--- src/rtl/bullet_hit_detector.sv ---
// bullet_hit_detector
//   Watches the pixel stream for overlap between the heart sprite and each
//   bullet sprite. Overlaps are accumulated across a frame, and any hits are
//   committed once at the last active pixel. The block tracks player HP, a
//   post-hit invulnerability window and a terminal game-over state. It also
//   tells each bullet generator to hide a bullet that has hit.
//
// Ports
//   Pclk           pixel clock
//   reset          asynchronous, active-high
//   xx, yy         current pixel coordinates
//   aactive        active-video qualifier
//   BulletSpriteOn per-bullet pixel bits (registered, 1-cycle latency)
//   HeartSpriteOn  heart pixel bit (same latency as BulletSpriteOn)
//   isCollision    per-bullet hide request
//   hp             current HP
//   hit_pulse      one-cycle strobe after a committed hit
//   invuln         high while invulnerable
//   heart_visible  heart draw enable
//   game_over      high once HP reaches zero
//
// Build option
//   HIT_FLASH_EN   when defined, the heart blinks every 4 frames while
//                  invulnerable; otherwise heart_visible is tied high.

module bullet_hit_detector #(
  parameter int NUM_BULLETS   = 2,
  parameter int HP_INIT       = 20,
  parameter int DAMAGE        = 1,
  parameter int INVULN_FRAMES = 30,
  parameter int H_LAST        = 639,
  parameter int V_LAST        = 479
) (
  input  logic                   Pclk,
  input  logic                   reset,
  input  logic [9:0]             xx,
  input  logic [9:0]             yy,
  input  logic                   aactive,
  input  logic [NUM_BULLETS-1:0] BulletSpriteOn,
  input  logic                   HeartSpriteOn,
  output logic [NUM_BULLETS-1:0] isCollision,
  output logic [7:0]             hp,
  output logic                   hit_pulse,
  output logic                   invuln,
  output logic                   heart_visible,
  output logic                   game_over
);

  localparam int FCW = $clog2(INVULN_FRAMES) + 1;
  localparam logic [FCW-1:0] FC_LAST = FCW'(INVULN_FRAMES - 1);
  localparam logic [7:0]     HP_RST  = 8'(HP_INIT);
  localparam logic [7:0]     DMG     = 8'(DAMAGE);

  typedef enum logic [1:0] {
    ALIVE,
    INVULN,
    DEAD
  } state_t;

  state_t                 state;
  logic [NUM_BULLETS-1:0] pending;
  logic [FCW-1:0]         frame_cnt;

  logic                   fe;
  logic [NUM_BULLETS-1:0] ov;
  logic [NUM_BULLETS-1:0] hit_vec;
  logic [7:0]             hp_dec;
  logic                   inv_last;

  always_comb begin
    fe       = (xx == 10'(H_LAST)) && (yy == 10'(V_LAST));
    ov       = (aactive && HeartSpriteOn) ? BulletSpriteOn : '0;
    // The overlap on the frame-end pixel itself belongs to the frame being closed.
    hit_vec  = pending | ov;
    hp_dec   = (hp > DMG) ? (hp - DMG) : '0;
    inv_last = (frame_cnt == FC_LAST);
  end

  always_ff @(posedge Pclk or posedge reset) begin
    if (reset) begin
      state       <= ALIVE;
      hp          <= HP_RST;
      pending     <= '0;
      isCollision <= '0;
      frame_cnt   <= '0;
      hit_pulse   <= 1'b0;
      invuln      <= 1'b0;
      game_over   <= 1'b0;
    end else begin
      hit_pulse <= 1'b0;
      case (state)
        ALIVE: begin
          if (fe) begin
            pending <= '0;
            if (|hit_vec) begin
              hit_pulse <= 1'b1;
              hp        <= hp_dec;
              if (hp_dec == '0) begin
                state       <= DEAD;
                isCollision <= '1;
                game_over   <= 1'b1;
              end else begin
                state       <= INVULN;
                invuln      <= 1'b1;
                isCollision <= hit_vec;
                frame_cnt   <= '0;
              end
            end
          end else begin
            pending <= hit_vec;
          end
        end

        INVULN: begin
          pending <= '0;
          if (fe) begin
            if (inv_last) begin
              state       <= ALIVE;
              invuln      <= 1'b0;
              isCollision <= '0;
              frame_cnt   <= '0;
            end else begin
              frame_cnt <= frame_cnt + 1'b1;
            end
          end
        end

        DEAD: begin
          pending     <= '0;
          isCollision <= '1;
          hp          <= '0;
          invuln      <= 1'b0;
          game_over   <= 1'b1;
        end

        default: begin
          state <= ALIVE;
        end
      endcase
    end
  end

`ifdef HIT_FLASH_EN
  logic [FCW-1:0] fc_inc;
  logic           inv_step;

  always_comb begin
    fc_inc   = frame_cnt + 1'b1;
    inv_step = (state == INVULN) && fe && !inv_last;
  end

  // Follows the frame counter's next value so the blink lines up with the
  // registered invuln/frame_cnt outputs rather than lagging them by a cycle.
  always_ff @(posedge Pclk or posedge reset) begin
    if (reset) begin
      heart_visible <= 1'b1;
    end else if (inv_step) begin
      heart_visible <= ~fc_inc[2];
    end else if ((state != INVULN) || fe) begin
      heart_visible <= 1'b1;
    end
  end
`else
  assign heart_visible = 1'b1;
`endif

endmodule

--- config.mk ---
export PLATFORM = sky130hd
export DESIGN_NAME = bullet_hit_detector
export DESIGN_NICKNAME = d
export VERILOG_FILES = /design/src/rtl/bullet_hit_detector.sv
export SDC_FILE = /design/constraint.sdc
export NUM_CORES = 1
export LEC_CHECK = 0
export CAP_MARGIN = 20
export CORE_ASPECT_RATIO = 0.9
export CORE_UTILIZATION = 37
export CTS_CLUSTER_SIZE = 16
export DETAILED_ROUTE_END_ITERATION = 16
export GPL_TIMING_DRIVEN = 0
export HOLD_SLACK_MARGIN = 0.06
export PLACE_DENSITY = 0.68
export SYNTH_ARGS = -nofsm -noshare
export SYNTH_HDL_FRONTEND = slang
export SYNTH_SLANG_ARGS = --single-unit
--- constraint.sdc ---
create_clock -name Pclk -period 2.5 [get_ports Pclk]
set_clock_uncertainty 0.2 [all_clocks]
set_input_delay 0.5 -clock Pclk [delete_from_list [all_inputs] [get_ports Pclk]]
set_output_delay 0.5 -clock Pclk [all_outputs]
set_load 0.1 [all_outputs]
Word-level counts from Yosys, hierarchy flattened

Cells that the tools add are included.

Add/subtract/negate cells: 2
Magnitude comparators: 1
Eq/ne operators: 11
Muxes and demuxes: 36
Bitwise gates (word level): 2
Reduce and logical (&&, ||, !) cells: 16

Operators by type and width:

| operator             | count |
|---|---|
| $mux 6               | 5 |
| $mux 8               | 3 |
| $mux 2               | 10 |
| $pmux 8 s2           | 1 |
| $reduce_and 5->1     | 3 |
| $ne 2x2->1 const B   | 6 |
| $pmux 2 s3           | 2 |
| $pmux 6 s2           | 1 |
| $mux 1               | 11 |
| $eq 10x10->1 const B | 1 |
| $eq 10x9->1 const B  | 1 |
| $gt 8x1->1 const B   | 1 |
| $logic_not 8->1      | 1 |
| $sub 8x1->8 const B  | 1 |
| $add 6x1->6 const B  | 1 |
| $eq 6x5->1 const B   | 1 |
| $reduce_and 6->1     | 1 |
| $reduce_bool 2->1    | 3 |
| $pmux 2 s2           | 1 |
| $reduce_and 4->1     | 1 |
| $reduce_or 2->1      | 2 |
| $pmux 1 s3           | 1 |
| $reduce_and 3->1     | 1 |
| $reduce_bool 3->1    | 1 |
| 7 further kinds      | 8 |

Bits in registers: 23
Output and inout bits: 14

Longest topological paths before layout

Depth after elaboration: 7
Depth in mapped cells: 8
Mapped depth without buffers: 7

Worst setup path after synthesis

OpenSTA, ideal clock, no wires.

Path type: register to register
From: register hp[0]
To: register frame_cnt[0]
Library setup time: 0.128 ns
Arrival time: 2.496 ns
Setup slack: -0.323 ns
Stages on the path, launching flop included: 8
Buffers on the path: 0
Clock period less this slack: 2.823 ns
Path through: dfrtp_1 -> inv_1 -> ha_1 -> o21ba_1 -> a31o_1 -> a21o_4 -> a21oi_2 -> mux2_1

Longest elaborated chain between the ends: 5
Elaborated cells between the ends (all ways): 6
Those cells by class: add/sub: 1; order compare: 1; eq/ne: 1; mux: 1; reduce/logical: 2

Ends and longest elaborated chain:

| element                                          | RTL line | text |
|---|---|---|
| start: declaration                               | 42       | `output logic [7:0] hp,` |
| start signal: assignment                         | 97       | `hp <= hp_dec;` |
| $sub 8x1->8 / $gt 8x1->1 (equally long branches) | 75       | `hp_dec = (hp > DMG) ? (hp - DMG) : '0;` |
| $mux 8 (*)                                       | 75       |  |
| $logic_not 8->1 (*)                              | 98       | `if (hp_dec == '0) begin` |
| $ne 2x2->1 (no source line) (*)                  | --       |  |
| $reduce_and 5->1 (no source line) (*)            | --       |  |
| end signal: assignment                           | 123      | `frame_cnt <= frame_cnt + 1'b1;` |
| end: declaration                                 | 62       | `logic [FCW-1:0] frame_cnt;` |

Mark *: on every way between the ends. The rest lies on a longest branch, timed or not.
A chain may end at the register's enable or synchronous reset.

Worst setup path after layout

From: register isCollision[0]
To: output isCollision[0]

RTL lines:

| element                  | RTL line | text |
|---|---|---|
| start: declaration       | 41       | `output logic [NUM_BULLETS-1:0] isCollision,` |
| start signal: assignment | 105      | `isCollision <= hit_vec;` |

No word-level cell between the ends.

==> flow_summary_export.csv <==
group,metric,value,unit
timing,grt_setup_unrepaired,"no",
synthesis,synth-seq-cells,23,
layout,post_route_cells_drive_above_1_share,13.4,%
synthesis,synth_top_flop_cell,"dfrtp_1",
power,powerDensity,617,mW/mm²
setup_path,cp.arrival,1.76,ns
layout,fin_nets,236,
drt,via_per_inst,5.60,
synthesis,syn_nets,191,
timing,worst_pin_slew,0.975,ns
timing,period_share,98.6,%
timing,setup_tns,0,ns
clocking,htree_levels,1,
timing,setup_viol,0,
global_routing,grt_overflow_total,0,
clocking,ctsHoldBuffers,0,
power,leakage,0.922,nW
layout,fillers,354,
clocking,cts_root_buf,"clkbuf_8",
timing,final.min_clock_period,2.46,ns
place,place_inst,241,
setup_path,crit_type,"register to output pin",
timing,relSlewSlack,34.8,%
setup_path,critPathLaunchType,"register",
drt,finalWirelength,3.59,mm
synthesis,syn_area,0.00155,mm²
setup_path,cp.depth,1,
synthesis,syn_inst,157,
setup_path,worstRegToRegCells,7,
floorplanning,die_w,70.3,µm
clocking,max-clock-path-buffers,2,
layout,fin_cells,247,
synthesis,yosysSeqAreaShare,37.2,%
synthesis,synth-async-reset-ratio,100,%
power,irDropWorstVdd,0.000882,V
synthesis,synth-edff-count,0,
global_routing,met1_usage,21.0,%
layout,multi_input_area,921,µm²
clocking,clk_pin_slew_worst_paths,0.08,ns
place,globalplace.congestion,0.797,
setup_path,critPathTopFamily,"buffers and inverters",
setup_path,max_stage_delay,1.14,ns
global_routing,grt_pass1_vias,1320,
synthesis,avgSynthCellArea,9.90,µm²
timing,hold_slack,0.295,ns
synthesis,yosysWarnings,0,
layout,regArea,586,µm²
setup_path,critPathCaptureType,"output pin",
global_routing,grt_antenna_before_repair,0,
drt,drtIter0Drc,41,
floorplanning,num_rows,21,
setup_path,crit_fanout,2,
global_routing,grt_util_met2,29.2,%
power,power.total,1.28,mW
drt,firstDrtPassIters,4,
timing,finalMaxSlewViolations,0,
timing,hold_viol_final,0,
place,dp_hpwl,2.78,mm
status,outcome,"finished, final reports clean",
place,port_buffers,38,
drt,drtAntennaViolNets,0,
drt,via_count,1382,
clocking,insertion_delay,0.27,ns
global_routing,grt_first_pass_wirelength,6.07,mm
clocking,tritoncts,"built",
clocking,clkSinkCount,23,
synthesis,synth_cell_types,58,
setup_path,r2r_slack,0.16,ns
hold_path,hold_class,"register to register",
global_routing,grt_max_degree,24,
flow_run,drv.max_cap_violation_count,0,
setup_path,crit_buf_inv,1,
layout,antenna_cells,0,
floorplanning,dieArea,0.00446,mm²
layout,synthToLayoutAreaGrowth,34.0,%
setup_path,crit_required,1.80,ns
global_routing,use_met3,3.52,%
drt,routedWlPerCell,14.5,µm
floorplanning,start_util,40.2,%
global_routing,grt_use_total,16.8,%
timing,fmax,406,MHz
floorplanning,die_h,63.5,µm
global_routing,grt_busiest_layer,"met2",
drt,drc,0,
floorplanning,core_area,0.00386,mm²
clocking,cts-buffers-inserted,3,
setup_path,crit_chain,"clkdlybuf4s50_1",
floorplanning,io_pins,40,
hold_path,holdPathStages,1,
setup_path,cpMaxStageDelayCell,"clkdlybuf4s50_1",
==> final cells by class <==
class	count	share of cell area (%)
plain buffers	3	1.26
clock buffers	4	2.16
inverters	14	2.52
multi-input cells	117	44.2
flip-flops and latches	23	28.1
well taps	46	2.76
repair buffers	40	18.9
==> state kept, by name, indices dropped and copies added, names as in the netlist <==
signal       cells
hp               8
invuln           1
pending          2
isCollision      2
frame_cnt        6
game_over        1
state            2
hit_pulse        1
==> cells by family (layout without fill, tap and decap cells) <==
| kind of cell | Yosys count | after routing | share of synthesized area, % |
|---|---|---|---|
| simple gates | 51 | 51 | 19.8 |
| fa+ha+maj | 8 | 8 | 6.44 |
| mux | 10 | 10 | 6.84 |
| xor+xnor | 2 | 2 | 1.13 |
| flops | 23 | 23 | 37.2 |
| other cells | 1 | 1 | 0.241 |
| compound gates | 45 | 45 | 23.3 |
| buf+inv | 17 | 61 | 5.07 |
==> final timing paths <==
path | startpoint | endpoint
max in group asynchronous | reset | hp[0]
setup reg to reg | hp[0] | frame_cnt[1]
hold reg to reg | game_over | game_over
min in group asynchronous | reset | hp[1]
hold / removal | game_over | game_over
setup / recovery | isCollision[0] | isCollision[0]
==> cells in the final DEF, fill, tap and decap left out, types with 2 or more instances in the layout <==
cell,instances
o2111ai_1,2
dlymetal6s2s_1,2
ha_1,8
a22oi_1,2
nor3_4,2
nand4b_1,4
nand3_1,4
dlygate4sd2_1,8
mux2_1,4
nor3_1,3
clkdlybuf4s50_1,28
nor2_1,12
or3_1,2
a211oi_1,3
nor4_1,2
a22o_1,3
dfstp_2,2
nand2_1,8
o21ai_0,2
nand3b_1,2
dfrtp_4,2
inv_1,14
buf_4,2
clkbuf_8,4
a31oi_1,5
mux2i_1,5
nand4_1,3
a21oi_1,5
a221o_1,2
dfrtp_1,19
==> report_power, final <==
group	internal, mW	switching [mW]
registers	0.408	0.0263
clock network	0.114	0.120
logic	0.214	0.402
total	0.736	0.549
==> stage by stage <==
stage / util [%] / setup WS, ns / instance area (µm²)
floorplan: - / 0.0816 / 1560
global placement: 51.8 / -0.145 / 2000
detailed placement: 51.8 / -0.186 / 2000
CTS: 52.7 / 0.00841 / 2030
global route: 53.9 / 0.000958 / 2080
finish: 53.9 / 0.0355 / 2080
==> layer usage <==
metal  vias to the layer above  routed length, µm
li1                        683                  -
met1                       675               1660
met2                        20               1790
met3                         4                100
met4                         0                 43
met5                         -                  0
==> synthesized netlist by cell type (all sizes together) (3+ instances only) <==
| library cell | instances | area share [%] |
|---|---|---|
| dfrtp | 21 | 34 |
| inv | 14 | 3.4 |
| nor2 | 13 | 3.1 |
| ha | 8 | 6.4 |
| nand2 | 8 | 1.9 |
| a21oi | 6 | 2.2 |
| a31oi | 6 | 2.4 |
| a211oi | 5 | 3.1 |
| mux2 | 5 | 3.6 |
| mux2i | 5 | 3.2 |
| nand3 | 5 | 1.9 |
| nor3 | 5 | 3.1 |
| nand4b | 4 | 2.3 |
| or3 | 4 | 2.0 |
| a22o | 3 | 1.7 |
| nand4 | 3 | 1.2 |
==> what timing repair did <==
action,CTS,global route
gates resized for setup,8,7
pin swaps,0,2
buffers inserted,0,2
setup endpoints to repair,8,6
Power figures use the tool's default switching activity.
